$ cat src/rtl/voice_allocator.sv
// Polyphonic voice allocator: each note-on/off event is scanned against every voice slot,
// then retriggers, allocates or steals a voice; panic silences all gates.
module voice_allocator #(
  parameter int VOICES  = 4,
  parameter int KEYBITS = 4,
  parameter int INCBITS = 16,
  parameter int AGEBITS = 4
) (
  input  logic                       clk,
  input  logic                       rst,
  input  logic                       ev_valid,
  output logic                       ev_ready,
  input  logic                       ev_on,
  input  logic [KEYBITS-1:0]         ev_key,
  input  logic [INCBITS-1:0]         ev_increment,
  input  logic                       panic,
  output logic [VOICES-1:0]          gate,
  output logic [VOICES-1:0]          trig,
  output logic [VOICES*INCBITS-1:0]  voice_increment,
  output logic [VOICES*KEYBITS-1:0]  voice_key,
  output logic                       steal,
  output logic [3:0]                 active_count
);

  localparam int IDXW = (VOICES > 1) ? $clog2(VOICES) : 1;
  localparam logic [AGEBITS-1:0] AGE_MAX = '1;

  typedef logic [IDXW-1:0] idx_t;
  typedef enum logic [1:0] {S_IDLE, S_SCAN, S_APPLY} state_t;

  state_t               r_state;
  state_t               w_state_next;
  idx_t                 r_idx;
  logic                 r_ev_on;
  logic [KEYBITS-1:0]   r_ev_key;
  logic [INCBITS-1:0]   r_ev_inc;

  logic                 r_match_vld;
  idx_t                 r_match_idx;
  logic                 r_free_vld;
  idx_t                 r_free_idx;
  logic                 r_old_vld;
  idx_t                 r_old_idx;
  logic [AGEBITS-1:0]   r_old_age;

  logic [VOICES-1:0]    r_gate;
  logic [VOICES-1:0]    r_trig;
  logic                 r_steal;
  logic [3:0]           r_active;
  logic [KEYBITS-1:0]   r_key [VOICES];
  logic [INCBITS-1:0]   r_inc [VOICES];
  logic [AGEBITS-1:0]   r_age [VOICES];

  logic                 w_accept;
  logic                 w_last;
  logic                 w_scan_gate;
  logic                 w_scan_hit;
  idx_t                 w_tgt;
  logic                 w_steal_path;

  function automatic logic [3:0] popcount(input logic [VOICES-1:0] g);
    logic [3:0] c;
    c = '0;
    for (int i = 0; i < VOICES; i++) c = c + {3'b000, g[i]};
    return c;
  endfunction

  // ---------------- FSM ----------------
  // NOTE: state registers use non-blocking assignments so every flop samples pre-edge values.
  always_ff @(posedge clk or posedge rst) begin
    if (rst) r_state <= S_IDLE;
    else     r_state <= w_state_next;
  end

  // NOTE: every output of this block gets a default first, otherwise a latch is inferred.
  always_comb begin
    w_state_next = r_state;
    ev_ready     = 1'b0;
    case (r_state)
      S_IDLE: begin
        ev_ready = ~panic;
        if (ev_valid && !panic) w_state_next = S_SCAN;
      end
      S_SCAN:  if (w_last) w_state_next = S_APPLY;
      S_APPLY: w_state_next = S_IDLE;
      default: w_state_next = S_IDLE;
    endcase
    if (panic) w_state_next = S_IDLE;
  end

  assign w_accept    = ev_valid & ev_ready;
  assign w_last      = (r_idx == idx_t'(VOICES - 1));
  assign w_scan_gate = r_gate[r_idx];
  assign w_scan_hit  = w_scan_gate && (r_key[r_idx] == r_ev_key);

  // ---------------- event latch and sequential scan ----------------
  always_ff @(posedge clk or posedge rst) begin
    if (rst) begin
      r_idx       <= '0;
      r_ev_on     <= 1'b0;
      r_ev_key    <= '0;
      r_ev_inc    <= '0;
      r_match_vld <= 1'b0;
      r_match_idx <= '0;
      r_free_vld  <= 1'b0;
      r_free_idx  <= '0;
      r_old_vld   <= 1'b0;
      r_old_idx   <= '0;
      r_old_age   <= '0;
    end else if (panic) begin
      r_idx <= '0;
    end else begin
      case (r_state)
        S_IDLE: begin
          if (w_accept) begin
            r_ev_on     <= ev_on;
            r_ev_key    <= ev_key;
            r_ev_inc    <= ev_increment;
            r_idx       <= '0;
            r_match_vld <= 1'b0;
            r_free_vld  <= 1'b0;
            r_old_vld   <= 1'b0;
            r_old_age   <= '0;
          end
        end
        S_SCAN: begin
          r_idx <= w_last ? '0 : r_idx + 1'b1;
          if (w_scan_hit && !r_match_vld) begin
            r_match_vld <= 1'b1;
            r_match_idx <= r_idx;
          end
          if (!w_scan_gate && !r_free_vld) begin
            r_free_vld <= 1'b1;
            r_free_idx <= r_idx;
          end
          // Strict '>' keeps the lowest index on equal ages.
          if (w_scan_gate && (!r_old_vld || (r_age[r_idx] > r_old_age))) begin
            r_old_vld <= 1'b1;
            r_old_idx <= r_idx;
            r_old_age <= r_age[r_idx];
          end
        end
        default: ;
      endcase
    end
  end

  // ---------------- apply ----------------
  assign w_tgt        = r_match_vld ? r_match_idx : (r_free_vld ? r_free_idx : r_old_idx);
  assign w_steal_path = ~r_match_vld & ~r_free_vld;

  always_ff @(posedge clk or posedge rst) begin
    if (rst) begin
      r_gate   <= '0;
      r_trig   <= '0;
      r_steal  <= 1'b0;
      r_active <= '0;
      // NOTE: the voice tables are reset because downstream voices must start silent at 0 Hz.
      for (int v = 0; v < VOICES; v++) begin
        r_key[v] <= '0;
        r_inc[v] <= '0;
        r_age[v] <= '0;
      end
    end else begin
      r_trig   <= '0;
      r_steal  <= 1'b0;
      r_active <= popcount(r_gate);
      if (panic) begin
        r_gate <= '0;
      end else if (r_state == S_APPLY) begin
        if (r_ev_on) begin
          r_steal <= w_steal_path;
          for (int v = 0; v < VOICES; v++) begin
            if (idx_t'(v) == w_tgt) begin
              r_gate[v] <= 1'b1;
              r_trig[v] <= 1'b1;
              r_key[v]  <= r_ev_key;
              r_inc[v]  <= r_ev_inc;
              r_age[v]  <= '0;
            end else if (r_gate[v] && (r_age[v] != AGE_MAX)) begin
              r_age[v] <= r_age[v] + 1'b1;
            end
          end
        end else if (r_match_vld) begin
          // Key and increment stay so the release phase keeps its pitch.
          r_gate[r_match_idx] <= 1'b0;
        end
      end
    end
  end

  assign gate         = r_gate;
  assign trig         = r_trig;
  assign steal        = r_steal;
  assign active_count = r_active;

  for (genvar v = 0; v < VOICES; v++) begin : g_flat
    assign voice_increment[v*INCBITS +: INCBITS] = r_inc[v];
    assign voice_key[v*KEYBITS +: KEYBITS]       = r_key[v];
  end

endmodule

$ cat config.mk
export PLATFORM = sky130hd
export DESIGN_NAME = voice_allocator
export DESIGN_NICKNAME = d
export VERILOG_FILES = /design/src/rtl/voice_allocator.sv
export SDC_FILE = /design/constraint.sdc
export NUM_CORES = 1
export LEC_CHECK = 0
export CAP_MARGIN = 20
export CORE_ASPECT_RATIO = 0.8
export CORE_MARGIN = 4
export CORE_UTILIZATION = 47
export DETAILED_ROUTE_END_ITERATION = 12
export GPL_TIMING_DRIVEN = 0
export HOLD_SLACK_MARGIN = 0.08
export PLACE_DENSITY = 0.76
export SYNTH_ARGS = -nofsm -noshare
export SYNTH_HDL_FRONTEND = slang
export SYNTH_SLANG_ARGS = --single-unit
$ cat constraint.sdc
create_clock -name clk -period 4.8 [get_ports clk]
set_input_delay 1.2 -clock clk [delete_from_list [all_inputs] [get_ports clk]]
set_output_delay 1.2 -clock clk [all_outputs]
set_load 0.01 [all_outputs]
# Yosys cells after proc, flatten, opt, wreduce, memory -nomap -nowiden
# Index checks and enable logic that the tools add are counted.
# Widths: inputs -> output; s select.
totals:
  word_cells: 178
  latch_bits: 0
  in_bits: 25
  mem_bits_rw: 0
  register_bits: 147
  output_inout_bits: 94
  mem_bits_ro: 0
  n_memories: 0
classes:
  n_mux: 57
  eq_ne: 22
  mul: 0
  n_reduce_logical: 47
  order_cmp: 5
  shifts: 0
  div_mod_pow: 0
  add_sub_neg: 8
  bitwise: 8
op_table:
  columns: ["cell", "count"]
  rows:
  - ["$mux 4", 21]
  - ["$reduce_and 4->1", 11]
  - ["$reduce_and 3->1", 8]
  - ["$mux 1", 18]
  - ["$add 4x1->4 const B", 4]
  - ["$bmux 4 s2", 2]
  - ["$mux 2", 8]
  - ["$ne 4x4->1 const B", 4]
  - ["$ne 3x2->1 const B", 4]
  - ["$reduce_bool 2->1", 6]
  - ["$logic_and 1x1->1", 10]
  - ["$ne 3x3->1 const B", 3]
  - ["$ne 2x2->1 const B", 4]
  - ["$pmux 2 s2", 2]
  - ["$pmux 4 s2", 1]
  - ["$lt 2x3->1 const B", 2]
  - ["$pmux 1 s2", 3]
  - ["$reduce_bool 3->1", 2]
  - ["$logic_not 1->1", 5]
  - ["$add 3x1->4", 1]
  - ["$and 4x4->4", 1]
  - ["$eq 2x2->1 const A", 2]
  - ["$eq 2x2->1 const B", 2]
  - ["$eq 4x4->1", 1]
  - ["17 further kinds", 22]

# Logic depth before layout (Yosys ltp)
# Gate-level depths: netlist (run 1).
depth:
  word_depth: 10
  mapped_depth: 11
  mapped_depth_nobuf: 9

# Worst setup path after synthesis (run 1)
# No wires, ideal clock.
synth_path:
  kind: "in2out"
  start: "input panic"
  end: "output ev_ready"
  t_arrival_ps: 1651
  required_time_ps: 3600
  cell_stages: 2
  path_slack_ps: 1949
  n_path_buf: 1
  cell_sequence: "clkbuf_1 -> nor3_1"
synth_via:
  elab_chain_cells: 2
synth_rtl:
  columns: ["item", "line", "rtl"]
  rows:
  - ["start, declared", "16", "input logic panic,"]
  - ["$not 1->1 (no source line)", null, null]
  - ["$mux 1", "79", "case (r_state)"]
  - ["end, declared", "12", "output logic ev_ready,"]
# Every way passes these cells.

# Worst setup path after layout (run 1)
# Ends and elaborated chain as after synthesis.

==> metrics.md, run 1 <==
| Metric | Value |
|---|---|
| Layout area overhead | 32.3% |
| Family with the most delay on the worst path | buffers and inverters |
| Number of enable flip-flop cells after synthesis | 0 |
| Initial core utilization | 0.485 |
| DRT Wirelength | 15100 um |
| Status | finished, final reports clean |
| Clock root buffer | clkbuf_16 |
| CP endpoint kind | output pin |
| Worst Path Required | 3.60 ns |
| Clock Pin Slew Worst Setup and Hold Paths | 0.06 ns |
| Post-DRT Antenna Nets | 0 |
| FP Rows | 37 |
| Syn Nets | 492 |
| Clock latency on the worst-skew pair | 0.42 ns |
| Hold-fix buffers, CTS | 0 |
| Total setup buffers inserted after CTS | 0 |
| H-tree levels | 4 |
| Maximum vdd drop | 262 uV |
| WP buf/inv | 3 |
| CTS Sinks | 146 |
| Synth Area per Inst | 13.8 um2 |
| Drt first-iter violations | 224 |
| Routed WL per cell | 19.3 um |
| Max-slew headroom | 0.353 |
| Grt total ovfl | 0 |
| Worst path max stage delay | 0.57 ns |
| Die width | 137 um |
| Async SR Flop Fraction | 1.00 |
| All-Layer GR Usage | 0.210 |
| Synth cell types | 48 |
| Port bufs | 117 |
| Tmin final | 3.95 ns |
| Multi-input logic area | 0.00247 mm2 |
| Critical Path Most Common Cell | clkdlybuf4s50_1 |
| Crit-path slowest cell | clkdlybuf4s50_1 |
| Die area | 0.0153 mm2 |
| Initial antenna violation count | 0 |
| CTS tree | built |
| Layout Cells excl Fill | 781 |
| First-pass GRT wire length | 24600 um |
| First drt pass iteration count | 4 |
| CTS buffer count | 17 |
| Max FO, Critical Path | 10 |
| Core Region | 0.0130 mm2 |
| Seq/Total Area, Yosys | 0.581 |
| Vias in the first global route | 4573 |
| Pin count of the biggest net entering global routing | 44 |
| Placed cells | 750 |
| Crit path DAT | 2.75 ns |
| Top Ports | 119 |
| Yosys warns | 0 |
| Drt drc | 0 |
| Syn Std Cell Area | 0.00629 mm2 |
| Slew @ Worst Pin | 0.970 ns |
| LEAKAGE | 3.88 nW |
| Design Area, Final | 0.00832 mm2 |
| Seq cells post-synth | 146 |
| GPL Wtd Cong | 0.853 |
| Post-Synthesis Cells | 455 |
| Pwr/cell area | 334 mW/mm2 |
| Final-report hold violation count | 0 |
| # fillers | 992 |
| RSZ-0062 raised after global routing | false |
| CP Cell Sequence | clkdlybuf4s50_1, clkbuf_1, nor3_1, clkdlybuf4s50_1 |
| Setup TNS | 0 ns |
| Final period utilization | 0.822 |
| CTS Buffer Depth | 2 |
| Final count of pins violating max slew | 0 |
| Placed cell area | 0.00774 mm2 |
| Clock Skew | 0.0108 ns |
| Via count | 4195 |
| Startpoint types | input port |
| Fin util | 0.642 |
| CTS resizes | 0 |
| Hold Crit Class | flop to flop |
| Final-stage net count | 631 |
| Vias per cell | 5.37 |
| Setup violations, final | 0 |
| Fmax | 253 MHz |
| Fraction of layout cells with a size suffix above 1 | 0.264 |
| Diodes inserted | 0 |
| Max-cap violation count | 0 |
| Die height | 111 um |
| Synth Flop Type | dfrtp_1 |
| Crit Path Class | input port to output pin |
| Detailed Place HPWL | 10700 um |
| Register area | 0.00365 mm2 |
[worst reg2reg max path: cells and delay by family, from the launching register on]
family	cells	cell delay, ns
simple gates	1	0.14
buf+inv	2	0.65
fa+ha+maj	1	0.31
mux	2	0.98
flops	1	0.36
compound gates	3	0.61
[state kept, by name, indices dropped and copies added, names as in the netlist, 3 cells and up]
signal / cells
voice_key: 16
r_old_age: 4
r_ev_key: 4
voice_increment: 64
gate: 4
r_age: 16
r_ev_inc: 16
active_count: 3
trig: 4
[metal layers]
layer / share of wire / wire [um] / up-vias / GRT usage
li1: - / - / 1905 / -
met1: 0.44 / 6590 / 2163 / 0.283
met2: 0.49 / 7330 / 110 / 0.323
met3: 0.059 / 891 / 17 / 0.0664
met4: 0.016 / 245 / 0 / 0.0705
met5: 0 / 0 / - / 0
[layout by cell type (no fill, tap or decap), types with 9 or more instances in the layout]
cell / count
inv_1: 15
o21ai_0: 10
clkbuf_16: 17
dfrtp_1: 146
a21oi_1: 9
nand2_1: 21
nor2_1: 17
mux2_2: 97
ha_1: 11
nor2b_1: 9
clkdlybuf4s50_1: 117
mux2_1: 16
[metrics by stage]
step                setup WS, ns  hold slack [ns]  power [W]
global route               0.764            0.516    0.00289
global placement           0.601            0.470    0.00150
floorplan                   1.77            0.479    0.00144
finish                     0.853            0.487    0.00278
detailed placement         0.892            0.478    0.00152
CTS                        0.855            0.492    0.00280
[power breakdown]
| part | internal, W | switching (W) | total (W) |
|---|---|---|---|
| Sequential | 0.00127 | 0.0000556 | 0.00133 |
| Clock | 0.000775 | 0.000510 | 0.00128 |
| Combinational | 0.0000849 | 0.0000800 | 0.000165 |
| Total | 0.00213 | 0.000646 | 0.00278 |
[cells in the mapped netlist (2+ instances only)]
library cell / instances / area, um2
dfrtp_1: 146 / 3650
mux2_2: 97 / 1090
nand2_1: 21 / 78.8
nor2_1: 17 / 63.8
inv_1: 16 / 60.1
mux2_1: 16 / 180
ha_1: 11 / 138
o21ai_0: 10 / 50.1
a21oi_1: 9 / 45.0
nor2b_1: 9 / 56.3
buf_2: 8 / 40.0
mux2i_1: 8 / 80.1
xor2_1: 8 / 70.1
clkbuf_1: 7 / 26.3
and2_1: 6 / 37.5
and3_1: 5 / 31.3
mux4_2: 5 / 113
nand3_1: 5 / 25.0
a22o_1: 4 / 35.0
nand4_1: 4 / 25.0
o32ai_1: 4 / 35.0
buf_4: 3 / 22.5
nand2b_1: 3 / 18.8
nor3_1: 3 / 15.0
nor4_1: 3 / 18.8
a31oi_1: 2 / 12.5
nor2_2: 2 / 12.5
o21ai_2: 2 / 17.5
xnor2_1: 2 / 17.5
[final cells by class]
type | count | area share
flip-flops and latches | 146 | 0.439
multi-input cells | 274 | 0.297
repair buffers | 120 | 0.148
clock buffers | 18 | 0.0528
well taps | 175 | 0.0263
clock inverters | 13 | 0.0165
plain buffers | 19 | 0.0120
inverters | 16 | 0.00767
[logic make-up (layout without fill, tap and decap cells)]
family	after synthesis	after routing	synth area share
AND/OR/NAND/NOR	85	85	0.0717
adder cells (fa/ha/maj)	12	12	0.0251
AO/OA/AOI/OAI	38	38	0.0424
other	1	1	0.000597
multiplexers	128	128	0.240
XOR/XNOR	10	10	0.0139
flip-flops	146	146	0.581
buffers and inverters	35	186	0.0255
[final timing paths]
path	startpoint	end	slack (ns)	cells after the start
worst max register to register	r_idx[0]	r_old_idx[0]	1.63	9
max in group asynchronous	rst	voice_key[9]	2.58	4
worst max-delay path	panic	ev_ready	0.85	4
worst min-delay path	voice_increment[60]	voice_increment[60]	0.49	1
min in group asynchronous	rst	trig[0]	1.27	2
worst min register to register	voice_increment[60]	voice_increment[60]	0.49	1
(Power assumes the default switching activity.)
==> inputs of run 2 (changes only) <==
==> constraint.sdc (replaced) <==
create_clock -name clk -period 3.4 [get_ports clk]
set_input_delay 0.85 -clock clk [delete_from_list [all_inputs] [get_ports clk]]
set_output_delay 0.85 -clock clk [all_outputs]
set_load 0.01 [all_outputs]
==> results of run 2 <==
Same layout as run 1 (identical final DEF). Status: finished, final reports clean.
Main changes from that run: setup slack after placement 0.892 ns -> -0.115 ns; setup slack after layout 0.853 ns -> 0.153 ns; register-to-register setup slack 1.63 ns -> 0.23 ns; total power 0.00278 W -> 0.00392 W; worst IR drop on VDD 262 uV -> 370 uV
